--- src/rtl/fp_add_controller_pkg.sv ---
// ============================================================================
// Module  : FloatingPointPkg
// Brief   : Shared types and constants for the multi-cycle floating-point adder.
// Revision: 1.0  initial release
// ============================================================================
`default_nettype none

package FloatingPointPkg;

    localparam int FRAC_W = 8;
    localparam logic [3:0] EXP_MAX = 4'd15;

    // No hidden bit: value = (-1)^sign * frac * 2^exp
    typedef struct packed {
        logic              sign;
        logic [3:0]        exp;
        logic [FRAC_W-1:0] frac;
    } fp_t;

    typedef enum logic [2:0] {
        IDLE    = 3'd0,
        COMPARE = 3'd1,
        ALIGN   = 3'd2,
        ADD     = 3'd3,
        NORM    = 3'd4,
        DONE    = 3'd5
    } fpadd_state_t;

endpackage

`default_nettype wire

--- src/rtl/fp_add_controller_datapath.sv ---
// ============================================================================
// Module  : fp_add_datapath
// Brief   : Operand/result registers, 1-bit shifters and add/sub for fp_add.
// Revision: 1.0  initial release
// ============================================================================
`default_nettype none

module fp_add_datapath
    import FloatingPointPkg::*;
#(
    parameter int MAX_ALIGN = FRAC_W
) (
    input  logic clk,
    input  logic rst_n,
    input  logic load,
    input  logic compare,
    input  logic align_shift,
    input  logic add,
    input  logic norm_shift,
    input  logic norm_zero,
    input  fp_t  a,
    input  fp_t  b,
    output logic count_zero,
    output logic add_ovf,
    output logic frac_zero,
    output logic frac_msb,
    output logic exp_zero,
    output fp_t  result,
    output logic overflow
);

    // A 4-bit exponent difference never exceeds 15, so larger caps behave as 15.
    localparam int         ALIGN_CAP   = (MAX_ALIGN > 15) ? 15 : MAX_ALIGN;
    localparam logic [3:0] c_align_cap = 4'(ALIGN_CAP);

    fp_t               r_a;
    fp_t               r_b;
    logic              r_sign;
    logic [3:0]        r_exp;
    logic [FRAC_W-1:0] r_frac;
    logic              r_small_sign;
    logic [FRAC_W-1:0] r_small;
    logic [3:0]        r_count;
    logic              r_ovf;

    logic              w_a_big;
    fp_t               w_big;
    fp_t               w_small;
    logic [3:0]        w_diff;
    logic              w_flush;
    logic              w_same;
    logic [FRAC_W:0]   w_sum;
    logic              w_carry;

    always_comb begin
        w_a_big = (r_a.exp > r_b.exp) ||
                  ((r_a.exp == r_b.exp) && (r_a.frac >= r_b.frac));
        w_big   = w_a_big ? r_a : r_b;
        w_small = w_a_big ? r_b : r_a;
        w_diff  = w_big.exp - w_small.exp;
        w_flush = w_diff > c_align_cap;
        w_same  = (r_sign == r_small_sign);
        w_sum   = w_same ? ({1'b0, r_frac} + {1'b0, r_small})
                         : ({1'b0, r_frac} - {1'b0, r_small});
        w_carry = w_same && w_sum[FRAC_W];
    end

    assign add_ovf    = w_carry && (r_exp == EXP_MAX);
    assign count_zero = (r_count == 4'd0);
    assign frac_zero  = (r_frac == '0);
    assign frac_msb   = r_frac[FRAC_W-1];
    assign exp_zero   = (r_exp == 4'd0);
    assign result     = '{sign: r_sign, exp: r_exp, frac: r_frac};
    assign overflow   = r_ovf;

    always_ff @(posedge clk or negedge rst_n) begin
        if (!rst_n) begin
            r_a          <= '0;
            r_b          <= '0;
            r_sign       <= 1'b0;
            r_exp        <= 4'd0;
            r_frac       <= '0;
            r_small_sign <= 1'b0;
            r_small      <= '0;
            r_count      <= 4'd0;
            r_ovf        <= 1'b0;
        end else if (load) begin
            r_a   <= a;
            r_b   <= b;
            r_ovf <= 1'b0;
        end else if (compare) begin
            r_sign       <= w_big.sign;
            r_exp        <= w_big.exp;
            r_frac       <= w_big.frac;
            r_small_sign <= w_small.sign;
            r_small      <= w_flush ? '0 : w_small.frac;
            r_count      <= w_flush ? c_align_cap : w_diff;
        end else if (align_shift) begin
            r_small <= r_small >> 1;
            r_count <= r_count - 4'd1;
        end else if (add) begin
            if (add_ovf) begin
                r_frac <= '1;
                r_ovf  <= 1'b1;
            end else if (w_carry) begin
                r_frac <= w_sum[FRAC_W:1];
                r_exp  <= r_exp + 4'd1;
            end else begin
                r_frac <= w_sum[FRAC_W-1:0];
            end
        end else if (norm_zero) begin
            r_sign <= 1'b0;
            r_exp  <= 4'd0;
            r_frac <= '0;
        end else if (norm_shift) begin
            r_frac <= r_frac << 1;
            r_exp  <= r_exp - 4'd1;
        end
    end

endmodule

`default_nettype wire

--- src/rtl/fp_add_controller.sv ---
// ============================================================================
// Module  : fp_add_controller
// Brief   : FSM sequencing compare/align/add/normalize over valid/ready ports.
// Revision: 1.0  initial release
// ============================================================================
`default_nettype none

module fp_add_controller
    import FloatingPointPkg::*;
#(
    parameter int MAX_ALIGN = FRAC_W
) (
    input  logic clk,
    input  logic rst_n,
    input  logic in_valid,
    output logic in_ready,
    input  fp_t  a,
    input  fp_t  b,
    output logic out_valid,
    input  logic out_ready,
    output fp_t  result,
    output logic overflow,
    output logic busy
);

    fpadd_state_t r_state;
    logic         r_in_ready;
    logic         r_out_valid;
    logic         r_busy;

    logic w_load;
    logic w_compare;
    logic w_align_shift;
    logic w_add;
    logic w_norm_shift;
    logic w_norm_zero;
    logic w_count_zero;
    logic w_add_ovf;
    logic w_frac_zero;
    logic w_frac_msb;
    logic w_exp_zero;
    logic w_norm_done;

    always_comb begin
        w_norm_done   = w_frac_zero || w_frac_msb || w_exp_zero;
        w_load        = (r_state == IDLE) && in_valid && r_in_ready;
        w_compare     = (r_state == COMPARE);
        w_align_shift = (r_state == ALIGN) && !w_count_zero;
        w_add         = (r_state == ADD);
        w_norm_zero   = (r_state == NORM) && w_frac_zero;
        w_norm_shift  = (r_state == NORM) && !w_norm_done;
    end

    fp_add_datapath #(
        .MAX_ALIGN (MAX_ALIGN)
    ) u_datapath (
        .clk         (clk),
        .rst_n       (rst_n),
        .load        (w_load),
        .compare     (w_compare),
        .align_shift (w_align_shift),
        .add         (w_add),
        .norm_shift  (w_norm_shift),
        .norm_zero   (w_norm_zero),
        .a           (a),
        .b           (b),
        .count_zero  (w_count_zero),
        .add_ovf     (w_add_ovf),
        .frac_zero   (w_frac_zero),
        .frac_msb    (w_frac_msb),
        .exp_zero    (w_exp_zero),
        .result      (result),
        .overflow    (overflow)
    );

    // Handshake outputs are registered alongside the state so they change on the transition edge.
    always_ff @(posedge clk or negedge rst_n) begin
        if (!rst_n) begin
            r_state     <= IDLE;
            r_in_ready  <= 1'b0;
            r_out_valid <= 1'b0;
            r_busy      <= 1'b0;
        end else begin
            case (r_state)
                IDLE: begin
                    if (w_load) begin
                        r_state    <= COMPARE;
                        r_in_ready <= 1'b0;
                        r_busy     <= 1'b1;
                    end else begin
                        r_in_ready <= 1'b1;
                    end
                end
                COMPARE: r_state <= ALIGN;
                ALIGN: begin
                    if (w_count_zero) r_state <= ADD;
                end
                ADD: begin
                    if (w_add_ovf) begin
                        r_state     <= DONE;
                        r_out_valid <= 1'b1;
                    end else begin
                        r_state <= NORM;
                    end
                end
                NORM: begin
                    if (w_norm_done) begin
                        r_state     <= DONE;
                        r_out_valid <= 1'b1;
                    end
                end
                DONE: begin
                    if (out_ready) begin
                        r_state     <= IDLE;
                        r_out_valid <= 1'b0;
                        r_busy      <= 1'b0;
                        r_in_ready  <= 1'b1;
                    end
                end
                default: begin
                    r_state     <= IDLE;
                    r_in_ready  <= 1'b0;
                    r_out_valid <= 1'b0;
                    r_busy      <= 1'b0;
                end
            endcase
        end
    end

    assign in_ready  = r_in_ready;
    assign out_valid = r_out_valid;
    assign busy      = r_busy;

endmodule

`default_nettype wire

--- config.mk ---
export PLATFORM = sky130hd
export DESIGN_NAME = fp_add_controller
export DESIGN_NICKNAME = d
export VERILOG_FILES = /design/src/rtl/fp_add_controller_pkg.sv /design/src/rtl/fp_add_controller_datapath.sv /design/src/rtl/fp_add_controller.sv
export SDC_FILE = /design/constraint.sdc
export NUM_CORES = 1
export LEC_CHECK = 0
export CAP_MARGIN = 20
export CORE_MARGIN = 2
export CORE_UTILIZATION = 45
export DETAILED_ROUTE_END_ITERATION = 7
export MAX_ROUTING_LAYER = met4
export PLACE_DENSITY = 0.68
export SLEW_MARGIN = 20
export SYNTH_ARGS = -nofsm -noshare
export SYNTH_HDL_FRONTEND = slang
export SYNTH_SLANG_ARGS = --single-unit
--- constraint.sdc ---
create_clock -name clk -period 5.9 [get_ports clk]
set_input_delay 1.475 -clock clk [delete_from_list [all_inputs] [get_ports clk]]
set_output_delay 1.475 -clock clk [all_outputs]
set_load 0.01 [all_outputs]
# Word level (Yosys, flattened, before mapping)
# Cells that the tools add are included.
[word_totals]
reg_bits = 59
input_bits = 30
out_inout_bits = 17
elab_cells = 128
[classes]
addsub = 6
magnitude_cmp = 3
n_eq_ne = 19
n_mux = 46
bitwise_logic = 3
reduce_logical = 34
[ops]
columns = ["op", "n"]
rows = [
  ["2-to-1 mux 8 bit", 10],
  ["2-to-1 mux 4 bit", 10],
  ["2-to-1 mux 13 bit", 2],
  ["case mux 3 bit (6 select lines)", 1],
  ["AND reduction 4 bit", 4],
  ["2-to-1 mux 1 bit", 15],
  ["2-to-1 mux 3 bit", 4],
  ["!= test 2 x 1 -> 1 bit, second input constant", 5],
  ["adder 8 x 8 -> 9 bit", 1],
  ["2-to-1 mux 9 bit", 1],
  ["subtractor 8 x 8 -> 9 bit", 1],
  [">= comparator 8 bit", 1],
  ["logical AND 1 bit", 8],
  ["logical NOT 4 bit", 2],
  ["logical NOT 8 bit", 1],
  ["!= test 2 bit, second input constant", 4],
  ["nonzero test 2 bit", 4],
  ["subtractor 4 x 1 -> 4 bit, second input constant", 2],
  ["== test 3 x 2 -> 1 bit, second input constant", 2],
  ["== test 3 bit, second input constant", 2],
  ["!= test 3 x 2 -> 1 bit, second input constant", 2],
  ["case mux 1 bit (3 select lines)", 2],
  ["AND reduction 2 bit", 3],
  ["AND reduction 3 bit", 2],
  ["17 further kinds", 22],
]

# Longest topological paths before layout
[logic_depth]
depth_word = 10
depth_mapped = 17
ltp_nobuf = 16

# By module
# A second synthesis with hierarchy kept.
[unflattened]
hier_cells = 489
area_unflattened_um2 = 4229.1
[modules_own_cells]
columns = ["module", "instances", "cells_per_inst", "area_per_inst_um2", "seq_area_each_um2"]
rows = [
  ["fp_add_datapath", 1, 444, 3819.9, 1326.3],
  ["fp_add_controller", 1, 45, 409.1, 150.1],
]

# Worst setup path before layout
# No wires, ideal clock.
[synth_path]
kind = "reg2reg"
start = "register u_datapath.r_b[0] (netlist name)"
end = "register u_datapath.r_small[7]"
setup_time_ps = 136
arrival_ps = 3370
required_ps = 5764
slack_ps = 2394
path_stages_with_launch = 17
n_path_buf = 2
synth_period_minus_slack_ps = 3506
cell_sequence = "dfrtp_1 > ha_1 > nand2b_4 > a2111oi_4 > nor3_2 > o21ai_2 > buf_2 > buf_2 > a21oi_1 > ha_1 > or2_2 > a221o_1 > o31a_1 > nand4_1 > nor3_1 > nor4_4 > nor2_1"
[synth_between]
elab_chain_cells = 8
elab_cells_between_ends = 9
[synth_rtl]
columns = ["element", "line_no", "rtl"]
rows = [
  ["from (decl)", "fp_add_controller_datapath.sv:37", "fp_t r_b;"],
  ["from (signal assigned)", "fp_add_controller_datapath.sv:79", "r_b <= '0;"],
  ["from (signal assigned)", "fp_add_controller_datapath.sv:89", "r_b <= b;"],
  [">= comparator 8 bit *", "fp_add_controller_datapath.sv:57", "((r_a.exp == r_b.exp) && (r_a.frac >= r_b.frac));"],
  ["logical AND 1 bit *", "fp_add_controller_datapath.sv:57", ""],
  ["logical OR 1 bit *", "fp_add_controller_datapath.sv:56", "w_a_big = (r_a.exp > r_b.exp) ||"],
  ["2-to-1 mux 13 bit (on tied branches)", "fp_add_controller_datapath.sv:58, fp_add_controller_datapath.sv:59", ""],
  ["subtractor 4 bit", "fp_add_controller_datapath.sv:60", "w_diff = w_big.exp - w_small.exp;"],
  ["> comparator 4 bit", "fp_add_controller_datapath.sv:61", "w_flush = w_diff > c_align_cap;"],
  ["2-to-1 mux 8 bit *", "fp_add_controller_datapath.sv:96", "r_small <= w_flush ? '0 : w_small.frac;"],
  ["2-to-1 mux 8 bit *", "fp_add_controller_datapath.sv:91", "end else if (compare) begin"],
  ["to (signal assigned)", "fp_add_controller_datapath.sv:96", ""],
  ["to (signal assigned)", "fp_add_controller_datapath.sv:99", "r_small <= r_small >> 1;"],
  ["to (decl)", "fp_add_controller_datapath.sv:42", "logic [FRAC_W-1:0] r_small;"],
]
# Every way passes the cells marked *; elsewhere a longest branch is shown, timed or not.
# A chain may end at the register's enable or synchronous reset.

# Worst setup path in the final report
[layout_path]
start = "register u_datapath.r_a[10] (netlist name)"
end = "register u_datapath.r_small[0]"
[layout_between]
elab_chain_cells = 8
elab_cells_between_ends = 10
[layout_rtl]
columns = ["element", "line_no", "rtl"]
rows = [
  ["from (decl)", "fp_add_controller_datapath.sv:36", "fp_t r_a;"],
  ["from (signal assigned)", "fp_add_controller_datapath.sv:78", "r_a <= '0;"],
  ["from (signal assigned)", "fp_add_controller_datapath.sv:88", "r_a <= a;"],
  ["branches (longest 6 deep; another with > comparator 4 bit)", "n/a", ""],
  ["2-to-1 mux 8 bit *", "fp_add_controller_datapath.sv:96", ""],
  ["2-to-1 mux 8 bit *", "fp_add_controller_datapath.sv:91", ""],
]
# Every way passes the cells marked *.

==> results <==
- The flow ran to the end, and the final reports show no timing, DRC or antenna violations.
- After the first detailed-routing iteration, the DRC count stood at 157.
- The TritonCTS clock tree is done.
- Before antenna repair, the detailed router went through 4 iterations.
- The share of post-route cells with drive strength above 1 is 11.8%.
- The worst hold path begins at busy.
- Headroom to the max-slew limit came out at 39.8%.
- The number of buffers inserted by port buffering is 46.
- Along the worst path, the maximum fanout reaches 22.
- Counting instances, the worst hold path has a depth of 1.
- The final hold violation count is 0.
- Summed over all layers, the global routing overflow is 0.
- The number of core rows is 34.
- The count of vias placed by the detailed router is 3,494.
- The number of antenna violations at the first check in global routing is 0.
- Synthesis instantiated 53 different standard cells from the library.
- The critical path in this run is classified as reg -> reg.
- In this run the clock root is driven by a clkbuf_8.
- The number of buffers between clock root and the deepest sink is 2.
- Fill cells in the final layout number 823.
- Clock tree synthesis inserted a total of 9 buffers.
- Setup repair after global routing left no endpoint under its margin.
- The minimum clock period is 4.11 ns.
- The part of the Yosys area used for sequential elements is 35.9%.
- Once detail routing completed, the nets flagged for antenna violations numbered 0.
- The number of synthesis warnings is 0.
- The worst register-to-register path ends at u_datapath.r_small[0].
- Data on the critical path is required at its endpoint by 6.09 ns.
- The post-synthesis instance area is 4120 um^2.
- STA classifies the critical path endpoint as a flop.
- Setup violations remaining at the end of the flow were counted as 0.
- The worst-case clock skew is 0.0127 ns.
- Cells fill 55.3% of the core in the end.
- At the later pin of the worst-skew pair, clock insertion delay measures 0.34 ns.
- The die covers 9930 um^2.
- The final-stage net count is 561.
- The count of maximum capacitance violations is 0.
- The die width is 99.6 um.
- The area growth from synthesis to layout is 18.3%.
- Counting flops with a built-in enable in the synthesized netlist gives 0.
- Synthesis handed over a netlist of 467 instances.
- The antenna diode count is 0.
- In this run the critical register-to-register path is launched from u_datapath.r_a[10].
- The H-tree was split into 3 levels.
- The global-route total usage across every layer is 21.9%.
- The layer flagged by global routing as most heavily used is met2.
- The number of cells on the worst reg-to-reg path is 14.
- After layout, the worst path uses 69.7% of the clock period.
- The global routing usage on met3 is 4.57%.
- Buffers added to address setup during post-CTS repair amount to 0.
- The number of global-route vias before repair is 3,441.
- Entering global routing, the biggest net connects 60 pins.
- For the final routed database, the setup TNS stands at 0 ns.
- The share of async-settable or async-resettable flops after synthesis is 100%.
- The worst endpoint data arrival time is 4.31 ns.
- The first-pass GRT wire length is 16,800 um.
- The total DRC errors in the routed layout is 0.
- The clock drives 59 sinks.
- The HPWL after detailed placement is 7330 um.
- 47 I/O pins were placed.
- The average via count per standard cell is 5.66.
- The synthesized design contains 59 register bits.
- The number of nets in the synthesized netlist is 524.
- The worst setup path is launched from a flop.
- The average instance in the mapped netlist occupies 8.81 um^2.
- The path class of the tightest hold or removal check is reg -> reg.
- The initial utilization of the core area, before any placement, comes to 46.7%.
- Summed over all layers, the routed wires come to 9930 um.
- For this design, the CTS-stage hold fixing added 0 buffers.
- The count of cells resized by post-cts repair is 0.
- The weighted congestion at the end of routability-driven global placement is 0.909.
- The worst hold path terminates at busy.
- Dividing the detail-routed wire length by the instance count gives 16.1 um.
- For the pin with the worst max-slew slack, the measured transition is 0.903 ns.
- The met1 global-route usage is 28.6%.
- For met2 alone, demand over resource in global routing was 33.3%.
- The core region is 8810 um^2.
- Clock-pin slew was measured on the worst setup and hold paths at 0.07 ns.
- The maximum achievable frequency is 243 MHz.
- The register-to-register setup slack is 1.79 ns.
- For this run, the leading register cell type out of synthesis is dfrtp_1.
- The floorplan step set the die height to 99.6 um.
- The number of max-slew violations in the final report came to 0.
[through the flow]
step / worst slack [ns] / hold slack [ns] / cell area, um^2 / cells
floorplan: 2.39 / 0.502 / 4120 / 467
global placement: 1.96 / 0.481 / 4640 / 601
detailed placement: 1.85 / 0.518 / 4640 / 601
CTS: 1.81 / 0.535 / 4870 / 617
global route: 1.47 / 0.549 / 4870 / 617
finish: 1.79 / 0.524 / 4870 / 617
[kinds of logic after synthesis]
group	Yosys count	synth area share, %
mux	34	9.00
flops	59	35.9
compound gates	125	20.4
buf+inv	50	4.89
xor+xnor	18	3.83
fa+ha+maj	27	8.39
simple gates	154	17.6
[worst max-delay path, stage by stage (launching register included)]
cell      delay, ns
dfrtp_1        0.42
ha_1           0.39
nand2_1        0.12
nor4_1         0.24
nand3_1        0.21
o21ai_2        0.75
a21oi_1        0.17
ha_1           0.29
or2_2          0.32
a221o_1        0.29
o31a_1         0.10
nand4_1        0.12
nor3_1         0.09
nor4_4         0.34
a211oi_1       0.10
[how the worst max path moves through the flow]
stage,from,end,slack (ns),cells past startpoint
2_1_floorplan,u_datapath.r_b[0],u_datapath.r_small[7],2.39,16
3_3_place_gp,u_datapath.r_b[0],u_datapath.r_small[7],1.96,14
3_5_place_dp,u_datapath.r_a[10],u_datapath.r_small[7],1.85,14
4_1_cts,u_datapath.r_a[9],u_datapath.r_small[0],1.81,14
5_1_grt,u_datapath.r_b[10],u_datapath.r_small[0],1.47,15
6_report,u_datapath.r_a[10],u_datapath.r_small[0],1.79,14
[registers in the layout, indices dropped and copies added, names as in the netlist]
register and count:
busy 1, in_ready 1, out_valid 1, r_state 3
u_datapath.overflow 1, u_datapath.r_a 13, u_datapath.r_b 13, u_datapath.r_count 4
u_datapath.r_exp 4, u_datapath.r_frac 8, u_datapath.r_sign 1, u_datapath.r_small 8
u_datapath.r_small_sign 1
[cells in the mapped netlist (4+ instances only)]
master    count  area share, %
and3_1        5           0.76
mux2i_1      10            2.4
mux2_2       24            6.6
nand4_1       6           0.91
nor3_1        7           0.85
a211oi_1     13            2.4
xnor2_1      12            2.6
nor2_1       60            5.5
xor2_1        6            1.3
nand2_1      41            3.7
ha_1         26            7.9
a21oi_1      31            3.8
nand2b_1      4           0.61
nor2b_1       6           0.91
a31oi_1      10            1.5
dfrtp_1      59             36
clkbuf_1     17            1.6
o21ai_0      27            3.3
inv_1        26            2.4
a21o_1        6            1.1
buf_2         5           0.61
o221ai_1      4           0.85
nor4_1        4           0.61
nand3_1       8           0.97
o22ai_1       5           0.76
o211ai_1      5           0.91
[cell type report]
class | count | area [um^2] | area share [%]
Timing Repair Buffer | 50 | 485 | 9.97
Tap cell | 108 | 135 | 2.78
Inverter | 26 | 97.6 | 2.00
Clock buffer | 9 | 124 | 2.54
Sequential cell | 59 | 1480 | 30.3
Multi-Input combinational cell | 358 | 2450 | 50.3
Clock inverter | 7 | 101 | 2.08
[layout by cell type, fill, tap and decap left out, types with 2 or more instances in the layout]
| cell | count |
|---|---|
| clkinvlp_4 | 2 |
| clkbuf_8 | 9 |
| inv_1 | 26 |
| buf_4 | 4 |
| a21oi_1 | 31 |
| a211oi_1 | 13 |
| a211o_1 | 3 |
| a221oi_1 | 2 |
| bufinv_16 | 2 |
| dfrtp_1 | 59 |
| a31oi_1 | 10 |
| a31o_2 | 2 |
| and3_1 | 5 |
| nor3b_1 | 3 |
| xnor2_1 | 12 |
| a21o_1 | 6 |
| nor3_1 | 7 |
| o21a_1 | 3 |
| o21ai_0 | 27 |
| clkinv_4 | 2 |
| mux2_2 | 24 |
| or2_2 | 3 |
| nor4_1 | 3 |
| nand4_1 | 6 |
| o211ai_1 | 5 |
| o22ai_1 | 5 |
| mux2i_1 | 10 |
| nor2b_1 | 6 |
| xor2_1 | 6 |
| a2111oi_0 | 2 |
| nand2b_1 | 4 |
| clkdlybuf4s50_1 | 45 |
| nand2_1 | 41 |
| nor2_1 | 60 |
| nand3_1 | 8 |
| o22a_1 | 2 |
| ha_1 | 26 |
| o221ai_1 | 4 |
[per-layer routing]
metal	share of wire, %	up-vias
met5	0	-
met4	1.6	0
met3	4.5	12
met2	46	88
met1	48	1647
li1	-	1747
Power is not shown: default switching activity piles up to over one toggle a cycle in this logic, so the estimate is an artifact.
